$ cat config.mk
export PLATFORM = sky130hd
export DESIGN_NAME = mult_control_flat
export DESIGN_NICKNAME = d
export VERILOG_FILES = /design/src/rtl/mult_pkg.sv /design/src/rtl/mult_control_if.sv /design/src/rtl/mult_control.sv /design/src/flat_wrapper.sv
export SDC_FILE = /design/constraint.sdc
export NUM_CORES = 1
export LEC_CHECK = 0
export ABC_AREA = 1
export BUFFER_PORTS_ARGS = -buffer_cell sky130_fd_sc_hd__buf_2
export CAP_MARGIN = 25
export CORE_AREA = 10 10 47 49
export DETAILED_ROUTE_END_ITERATION = 6
export DIE_AREA = 0 0 57 59
export GPL_ROUTABILITY_DRIVEN = 0
export HOLD_SLACK_MARGIN = 0.15
export SYNTH_ARGS = -nofsm -noshare
export SYNTH_HDL_FRONTEND = slang
export SYNTH_SLANG_ARGS = --single-unit
export TNS_END_PERCENT = 100
$ cat constraint.sdc
create_clock -name clk -period 0.9 [get_ports clk]
set_input_delay 0.045 -clock clk [delete_from_list [all_inputs] [get_ports clk]]
set_output_delay 0.045 -clock clk [all_outputs]
set_load 0.01 [all_outputs]
$ cat src/rtl/mult_pkg.sv
// mult_pkg: shared constants and state encoding for the shift-add multiplier control.
// Contents: counter width, counter load value, 3-bit state codes and the state enum.
// Used by mult_control_if and mult_control.
package mult_pkg;

  localparam int               CNT_W    = 4;
  localparam logic [CNT_W-1:0] CNT_INIT = 4'd9;

  localparam logic [2:0] S_IDLE  = 3'd0;
  localparam logic [2:0] S_LOAD  = 3'd1;
  localparam logic [2:0] S_TEST  = 3'd2;
  localparam logic [2:0] S_ADD   = 3'd3;
  localparam logic [2:0] S_SHIFT = 3'd4;
  localparam logic [2:0] S_DONE  = 3'd5;

  typedef enum logic [2:0] {
    IDLE  = S_IDLE,
    LOAD  = S_LOAD,
    TEST  = S_TEST,
    ADD   = S_ADD,
    SHIFT = S_SHIFT,
    DONE  = S_DONE
  } state_t;

endpackage

$ cat src/rtl/mult_control_if.sv
// mult_control_if: bundles the start/done handshake, datapath status and control strobes.
// Ports: start, q0, cnt flow into the controller; ldcnt, decr, clrA, ldA, ldB, ldQ,
// shift, busy, done flow out. master = system/datapath side, slave = controller side.
interface mult_control_if;
  import mult_pkg::*;

  logic             start;
  logic             q0;
  logic [CNT_W-1:0] cnt;
  logic             ldcnt;
  logic             decr;
  logic             clrA;
  logic             ldA;
  logic             ldB;
  logic             ldQ;
  logic             shift;
  logic             busy;
  logic             done;

  modport master (
    output start, q0, cnt,
    input  ldcnt, decr, clrA, ldA, ldB, ldQ, shift, busy, done
  );

  modport slave (
    input  start, q0, cnt,
    output ldcnt, decr, clrA, ldA, ldB, ldQ, shift, busy, done
  );

endinterface

$ cat src/rtl/mult_control.sv
// mult_control: Moore control FSM for the shift-add multiplier (iteration counter loaded to 9).
// Latency: done rises 20 + (number of ADD visits) edges after start is sampled in IDLE.
// Ports: clk, rst (async, active-high), bus (slave modport); start is ignored while busy.
module mult_control
  import mult_pkg::*;
(
  input logic           clk,
  input logic           rst,
  mult_control_if.slave bus
);

  state_t state;
  state_t state_nxt;

  always_ff @(posedge clk or posedge rst) begin
    if (rst) state <= IDLE;
    else     state <= state_nxt;
  end

  // Counter exhaustion wins over q0 so the loop ends cleanly after the last shift.
  always_comb begin
    state_nxt = IDLE;
    case (state)
      IDLE:    state_nxt = bus.start ? LOAD : IDLE;
      LOAD:    state_nxt = TEST;
      TEST: begin
        if (bus.cnt == '0)  state_nxt = DONE;
        else if (bus.q0)    state_nxt = ADD;
        else                state_nxt = SHIFT;
      end
      ADD:     state_nxt = SHIFT;
      SHIFT:   state_nxt = TEST;
      // Holding start keeps the result visible; a new job needs start to drop first.
      DONE:    state_nxt = bus.start ? DONE : IDLE;
      default: state_nxt = IDLE;
    endcase
  end

  // Outputs decode from the state register only.
  always_comb begin
    bus.ldcnt = 1'b0;
    bus.decr  = 1'b0;
    bus.clrA  = 1'b0;
    bus.ldA   = 1'b0;
    bus.ldB   = 1'b0;
    bus.ldQ   = 1'b0;
    bus.shift = 1'b0;
    bus.busy  = 1'b0;
    bus.done  = 1'b0;
    case (state)
      LOAD: begin
        bus.ldcnt = 1'b1;
        bus.ldB   = 1'b1;
        bus.ldQ   = 1'b1;
        bus.clrA  = 1'b1;
        bus.busy  = 1'b1;
      end
      TEST: bus.busy = 1'b1;
      ADD: begin
        bus.ldA  = 1'b1;
        bus.busy = 1'b1;
      end
      SHIFT: begin
        bus.shift = 1'b1;
        bus.decr  = 1'b1;
        bus.busy  = 1'b1;
      end
      DONE:    bus.done = 1'b1;
      default: ;
    endcase
  end

endmodule

$ cat src/flat_wrapper.sv
// flat-port wrapper written by rule: the top's interface ports become plain ports
module mult_control_flat import mult_pkg::*;
  (clk, rst, bus_start, bus_q0, bus_cnt, bus_ldcnt, bus_decr, bus_clrA, bus_ldA, bus_ldB, bus_ldQ, bus_shift, bus_busy, bus_done);
  mult_control_if bus_i ();
  input logic clk;
  input logic rst;
  input wire logic [$bits(bus_i.start)-1:0] bus_start;
  input wire logic [$bits(bus_i.q0)-1:0] bus_q0;
  input wire logic [$bits(bus_i.cnt)-1:0] bus_cnt;
  output wire logic [$bits(bus_i.ldcnt)-1:0] bus_ldcnt;
  output wire logic [$bits(bus_i.decr)-1:0] bus_decr;
  output wire logic [$bits(bus_i.clrA)-1:0] bus_clrA;
  output wire logic [$bits(bus_i.ldA)-1:0] bus_ldA;
  output wire logic [$bits(bus_i.ldB)-1:0] bus_ldB;
  output wire logic [$bits(bus_i.ldQ)-1:0] bus_ldQ;
  output wire logic [$bits(bus_i.shift)-1:0] bus_shift;
  output wire logic [$bits(bus_i.busy)-1:0] bus_busy;
  output wire logic [$bits(bus_i.done)-1:0] bus_done;
  assign bus_i.start = bus_start;
  assign bus_i.q0 = bus_q0;
  assign bus_i.cnt = bus_cnt;
  assign bus_ldcnt = bus_i.ldcnt;
  assign bus_decr = bus_i.decr;
  assign bus_clrA = bus_i.clrA;
  assign bus_ldA = bus_i.ldA;
  assign bus_ldB = bus_i.ldB;
  assign bus_ldQ = bus_i.ldQ;
  assign bus_shift = bus_i.shift;
  assign bus_busy = bus_i.busy;
  assign bus_done = bus_i.done;
  mult_control u_core (.clk(clk), .rst(rst), .bus(bus_i));
endmodule
==> metrics, run 1 <==
Worst Path Max Fanout 5; Worst Tran Pin Value 0.152 ns; final worst-path setup slack -0.296 ns; Hold Path Origin bus_cnt[0]; Clock Power Share 13.1%; full die area 3360 µm²; sequential area share after synthesis 29.4%; core region area 1400 µm²; mean number of vias per cell 3.81; synth top area cells dfrtp_1 (29%), nand2_1 (22%), inv_1 (13%), buf_4 (12%), nor2_1 (7.4%); VDD IR-drop max 868 µV; CP startpoint kind flip-flop; IO Pins 17; number of flops mapped to enable cells by yosys 0; count of cell types in the netlist 10; via count 328; Clock Sinks 3; total design power 1780 µW; failing checks setup timing; post-layout util 36.6%; Worst Skew 0.00667 ns; Post-DP Area 348 µm²; share of cells above drive strength 1 60.0%; nets@finish 79; area leader, netlist dfrtp_1; arrival time worst endpoint 1.15 ns; Die Y 59 µm; first-pass GRT wire length 1300 µm; initial core utilization 18.2%; # diodes 0; Max-slew headroom 89.9%; largest register by flop count u_core.state; Pre-antenna DRT Iters 4; total CTS buffers 3; Regs by FF count u_core.state (3); required time at the worst-slack endpoint 0.85 ns; largest net degree at the start of global routing 6; Final Cycle Share 133%; Filler Cells Inserted 152; Worst setup startpoint u_core.state[0]$_DFF_PP0_; FMAX 836 MHz; # rows 14; most frequent cell after synthesis nand2_1; IO Port Bufs 16; Setup CP Type reg -> out; CTS tree yes; max FFs per register 3; DR iter-0 viols 6; initial antenna violation count 0; sw frac 41.5%; Synth Area per Inst 5.80 µm²; Comb pwr share 69.6%; reg2reg start u_core.state[0]$_DFF_PP0_; number of global-route vias before repair 322; drt wl/cell 9.43 µm; Commonest cells post-synth nand2_1 (15), inv_1 (9), nor2_1 (5); status complete, but fails checks; cells after synthesis 44; PwrDens 3470 nW/µm²; CTS Buffer Depth 2; Top FF cell, synth dfrtp_1; Max H-tree Level 1; Max Transition Viols Final 0; Maximum Capacitance Violations 0; RSZ-0062 raised after global routing yes; LEAKAGE 0.000311 µW; Hold Fails Final Rpt 0; P_sw 740 µW; HPWL Detailed 619 µm; clock root cell clkbuf_4; # DRC 0; type of the most critical hold path in -> reg; Worst-Skew Late Latency 0.23 ns; CTS clk-pin slew, worst paths 0.03 ns; area growth from synthesis to layout 101%; synthesized flop and latch total 3; Reg power frac 17.3%; YS warnings 0; Syn Nets 52; Routed WL 811 µm; Routed Antenna Nets 0; global route total overflow 0; P_int 1040 µW; post-layout min period 1.20 ns; Synth top area share 29.4%; Mapped Area 255 µm²; Total GRT Usage 4.94%; Non-Filler Cell Area, Final 513 µm²; Chip Width 57 µm; Setup crit end kind primary output; final setup fails 12; share of flip-flops with an asynchronous set or reset 100%
## through the flow
stage / setup TNS [ns] / cells / setup WS, ns / hold slack [ns]
final: -2.39 / 86 / -0.296 / 0.186
after global routing: -3.22 / 86 / -0.357 / 0.223
after CTS: -2.35 / 86 / -0.306 / 0.188
after detailed placement: -0.0977 / 75 / -0.0593 / -0.0813
after global placement: -0.0755 / 75 / -0.0553 / -0.0892
after floorplan: 0 / 44 / 0.0174 / -0.201
## power by group through the flow
stage	combinational [µW]	sequential [µW]	clock, µW
2_1_floorplan	516	265	0
3_3_place_gp	745	267	0
3_5_place_dp	763	268	0
4_1_cts	1050	269	241
5_1_grt	1370	321	260
6_report	1240	308	233
## logic make-up after synthesis
group | share of synthesized area, %
buffers and inverters | 27.9
and+or+nand+nor | 42.6
DFF | 29.4
## area by class of cell
type | instances | area, µm² | area share, %
Timing Repair Buffer | 26 | 206 | 40.2
Multi-Input combinational cell | 26 | 141 | 27.6
Sequential cell | 3 | 77.6 | 15.1
Inverter | 11 | 41.3 | 8.05
Clock buffer | 4 | 26.3 | 5.12
Tap cell | 16 | 20.0 | 3.90
## critical path, cell delays in order, from the launching register on
cell,delay (ns)
dfrtp_2,0.44
buf_4,0.15
buf_6,0.11
nand3_2,0.07
inv_1,0.03
buf_2,0.13
## path summary, 6_finish.rpt
kind	end	slack (ns)	depth (start not counted)
max	bus_ldA	-0.30	5
min	u_core.state[0]$_DFF_PP0_	0.19	6
max reg2reg	u_core.state[1]$_DFF_PP0_	-0.16	5
min reg2reg	u_core.state[0]$_DFF_PP0_	0.69	5
max in group asynchronous	u_core.state[0]$_DFF_PP0_	0.53	3
min in group asynchronous	u_core.state[2]$_DFF_PP0_	0.22	3
## per-layer routing
layer	GRT usage, %	vias to the layer above	wire [µm]
met1	4.68	138	303
li1	-	176	-
met3	4.29	0	96
met5	0	-	0
met4	3.02	0	0
met2	7.13	14	411
## placed cells by master, fill, tap and decap left out
cell / count
buf_2: 11
buf_4: 4
buf_6: 9
clkbuf_1: 1
clkbuf_4: 3
dfrtp_1: 1
dfrtp_2: 2
dlygate4sd3_1: 2
inv_1: 7
inv_2: 4
nand2_1: 12
nand2_2: 4
nand3_1: 1
nand3_2: 2
nand4_1: 1
nor2_1: 3
nor2_2: 1
nor2_4: 2
## timing repair
action,CTS,global route
endpoints found under the setup margin,11,12
hold buffers,2,0
resized for setup,7,15
cloned,0,0
buffers inserted,5,0
pin swaps,2,3
endpoints found under the hold margin,6,0
Power figures use the tool's default switching activity.
==> inputs of run 2 (changes only) <==
--- a/config.mk
+++ b/config.mk
@@ -9,6 +9,7 @@
 export BUFFER_PORTS_ARGS = -buffer_cell sky130_fd_sc_hd__buf_2
 export CAP_MARGIN = 25
 export CORE_AREA = 10 10 47 49
+export CTS_CLUSTER_DIAMETER = 50
 export DETAILED_ROUTE_END_ITERATION = 6
 export DIE_AREA = 0 0 57 59
 export GPL_ROUTABILITY_DRIVEN = 0
@@ -16,4 +17,3 @@
 export SYNTH_ARGS = -nofsm -noshare
 export SYNTH_HDL_FRONTEND = slang
 export SYNTH_SLANG_ARGS = --single-unit
-export TNS_END_PERCENT = 100
==> constraint.sdc (replaced) <==
create_clock -name clk -period 1 [get_ports clk]
set_input_delay 0.05 -clock clk [delete_from_list [all_inputs] [get_ports clk]]
set_output_delay 0.05 -clock clk [all_outputs]
set_load 0.01 [all_outputs]
==> run 2 against run 1 <==
- the flow still finishes with violations (setup timing)
- die area unchanged
- combinational power down 11%
- global-route usage up 0.17 points
- total power down 11%
- critical path depth up 1
- sequential cell count unchanged
- via count up 9.1%
- wire length up 4.4%
- clock skew down 0.0033 ns
- highest routed layer is now met4
==> metrics, run 2 (synthesized netlist as in run 1, its figures left out) <==
Worst Tran Pin Value 0.170 ns; most common cell after layout, fill and taps aside nand2_1; IO Pins 17; PwrDens 3120 nW/µm²; largest register by flop count u_core.state; status complete, but fails checks; Setup CP Type reg -> out; grt met3 use 4.08%; WHS Path Cells 5; Regs by FF count u_core.state (3); share of cells above drive strength 1 59.7%; Final Cycle Share 121%; met1 usage 4.80%; Post-DP Area 333 µm²; Worst-Skew Late Latency 0.24 ns; Chip Width 57 µm; # DRC 0; post-layout util 36.3%; Clock Sinks 3; Max H-tree Level 1; number of global-route vias before repair 320; LEAKAGE 0.000319 µW; most frequent cells in the layout nand2_1 (13), buf_2 (12), buf_4 (8); Routed Antenna Nets 0; final setup fails 11; full die area 3360 µm²; RSZ-0062 raised after global routing yes; final worst-path setup slack -0.209 ns; Total GRT Usage 5.12%; Hold Fails Final Rpt 0; Maximum Capacitance Violations 0; via count 358; R2R depth 7; Worst Path Max Fanout 5; largest net degree at the start of global routing 6; CTS clk-pin slew, worst paths 0.04 ns; type of the most critical hold path in -> reg; mean number of vias per cell 4.07; Non-Filler Cell Area, Final 508 µm²; clock root cell clkbuf_4; drt wl/cell 9.63 µm; required time at the worst-slack endpoint 0.95 ns; post-route insts no fill 88; # placed instances 73; DR iter-0 viols 2; area growth from synthesis to layout 99.0%; Max-slew headroom 88.6%; Max Transition Viols Final 0; Routed WL 847 µm; CTS tree yes; HPWL Detailed 629 µm; CP startpoint kind flip-flop; total design power 1590 µW; core region area 1400 µm²; Die Y 59 µm; global route total overflow 0; first-pass GRT wire length 1300 µm; Setup crit end kind primary output; GR Layer Usage met2 6.82%; total CTS buffers 3; # diodes 0; CTS Buffer Depth 2; arrival time worst endpoint 1.16 ns; post-layout min period 1.21 ns; initial core utilization 18.2%; VDD IR-drop max 852 µV; GRT Max-Usage Layer met2; Pre-antenna DRT Iters 2; IO Port Bufs 16; failing checks setup timing; initial antenna violation count 0; # rows 14; Filler Cells Inserted 162; nets@finish 81; FMAX 827 MHz; max FFs per register 3; Worst Skew 0.00338 ns
[run 2: cell count changes in the layout (fill, tap and decap cells not counted), sizes merged]
cell  delta
buf      +2
[run 2: metrics by stage]
step	setup WS, ns	setup TNS [ns]	hold WS [ns]
after floorplan	0.112	0	-0.196
after global placement	0.0259	0	-0.0841
after detailed placement	0.00848	0	-0.0683
after CTS	-0.206	-0.939	0.168
after global routing	-0.271	-1.98	0.221
final	-0.209	-1.18	0.167
[run 2: cell type report]
| class | instances | area [µm²] | area share (%) |
|---|---|---|---|
| Timing Repair Buffer | 28 | 208 | 40.9 |
| Sequential cell | 3 | 76.3 | 15.0 |
| Inverter | 11 | 41.3 | 8.13 |
| Tap cell | 16 | 20.0 | 3.94 |
| Clock buffer | 4 | 26.3 | 5.17 |
| Multi-Input combinational cell | 26 | 136 | 26.8 |
[run 2: final timing paths]
kind | from | slack (ns) | end
worst max-delay path | u_core.state[0]$_DFF_PP0_ | -0.21 | bus_busy
worst min-delay path | bus_cnt[0] | 0.17 | u_core.state[1]$_DFF_PP0_
worst max register to register | u_core.state[0]$_DFF_PP0_ | -0.06 | u_core.state[0]$_DFF_PP0_
worst min register to register | u_core.state[0]$_DFF_PP0_ | 0.74 | u_core.state[1]$_DFF_PP0_
max in group asynchronous | rst | 0.62 | u_core.state[0]$_DFF_PP0_
min in group asynchronous | rst | 0.23 | u_core.state[2]$_DFF_PP0_
[run 2: power by group]
| part | internal, µW | switching, µW | total (µW) |
|---|---|---|---|
| sequential | 183 | 88.0 | 271 |
| clock | 149 | 62.9 | 212 |
| combinational | 598 | 506 | 1100 |
[run 2: worst max-delay path, cell delays in order (launching register included)]
cell	delay, ns
dfrtp_2	0.45
nor2_4	0.14
nand2_2	0.07
nand2_2	0.07
inv_2	0.04
nand2_1	0.04
buf_2	0.12
[run 2: what timing repair did]
action,in CTS,in global routing
setup endpoints to repair,9,12
resized for setup,10,7
pin swaps,1,2
endpoints found under the hold margin,6,0
hold buffers,2,0
setup buffers,4,5
[run 2: per-layer routing]
| layer | part of all wire, % | up-vias |
|---|---|---|
| met4 | 2.7 | 0 |
| li1 | - | 181 |
| met2 | 48 | 17 |
| met1 | 37 | 155 |
| met5 | 0 | - |
| met3 | 11 | 5 |
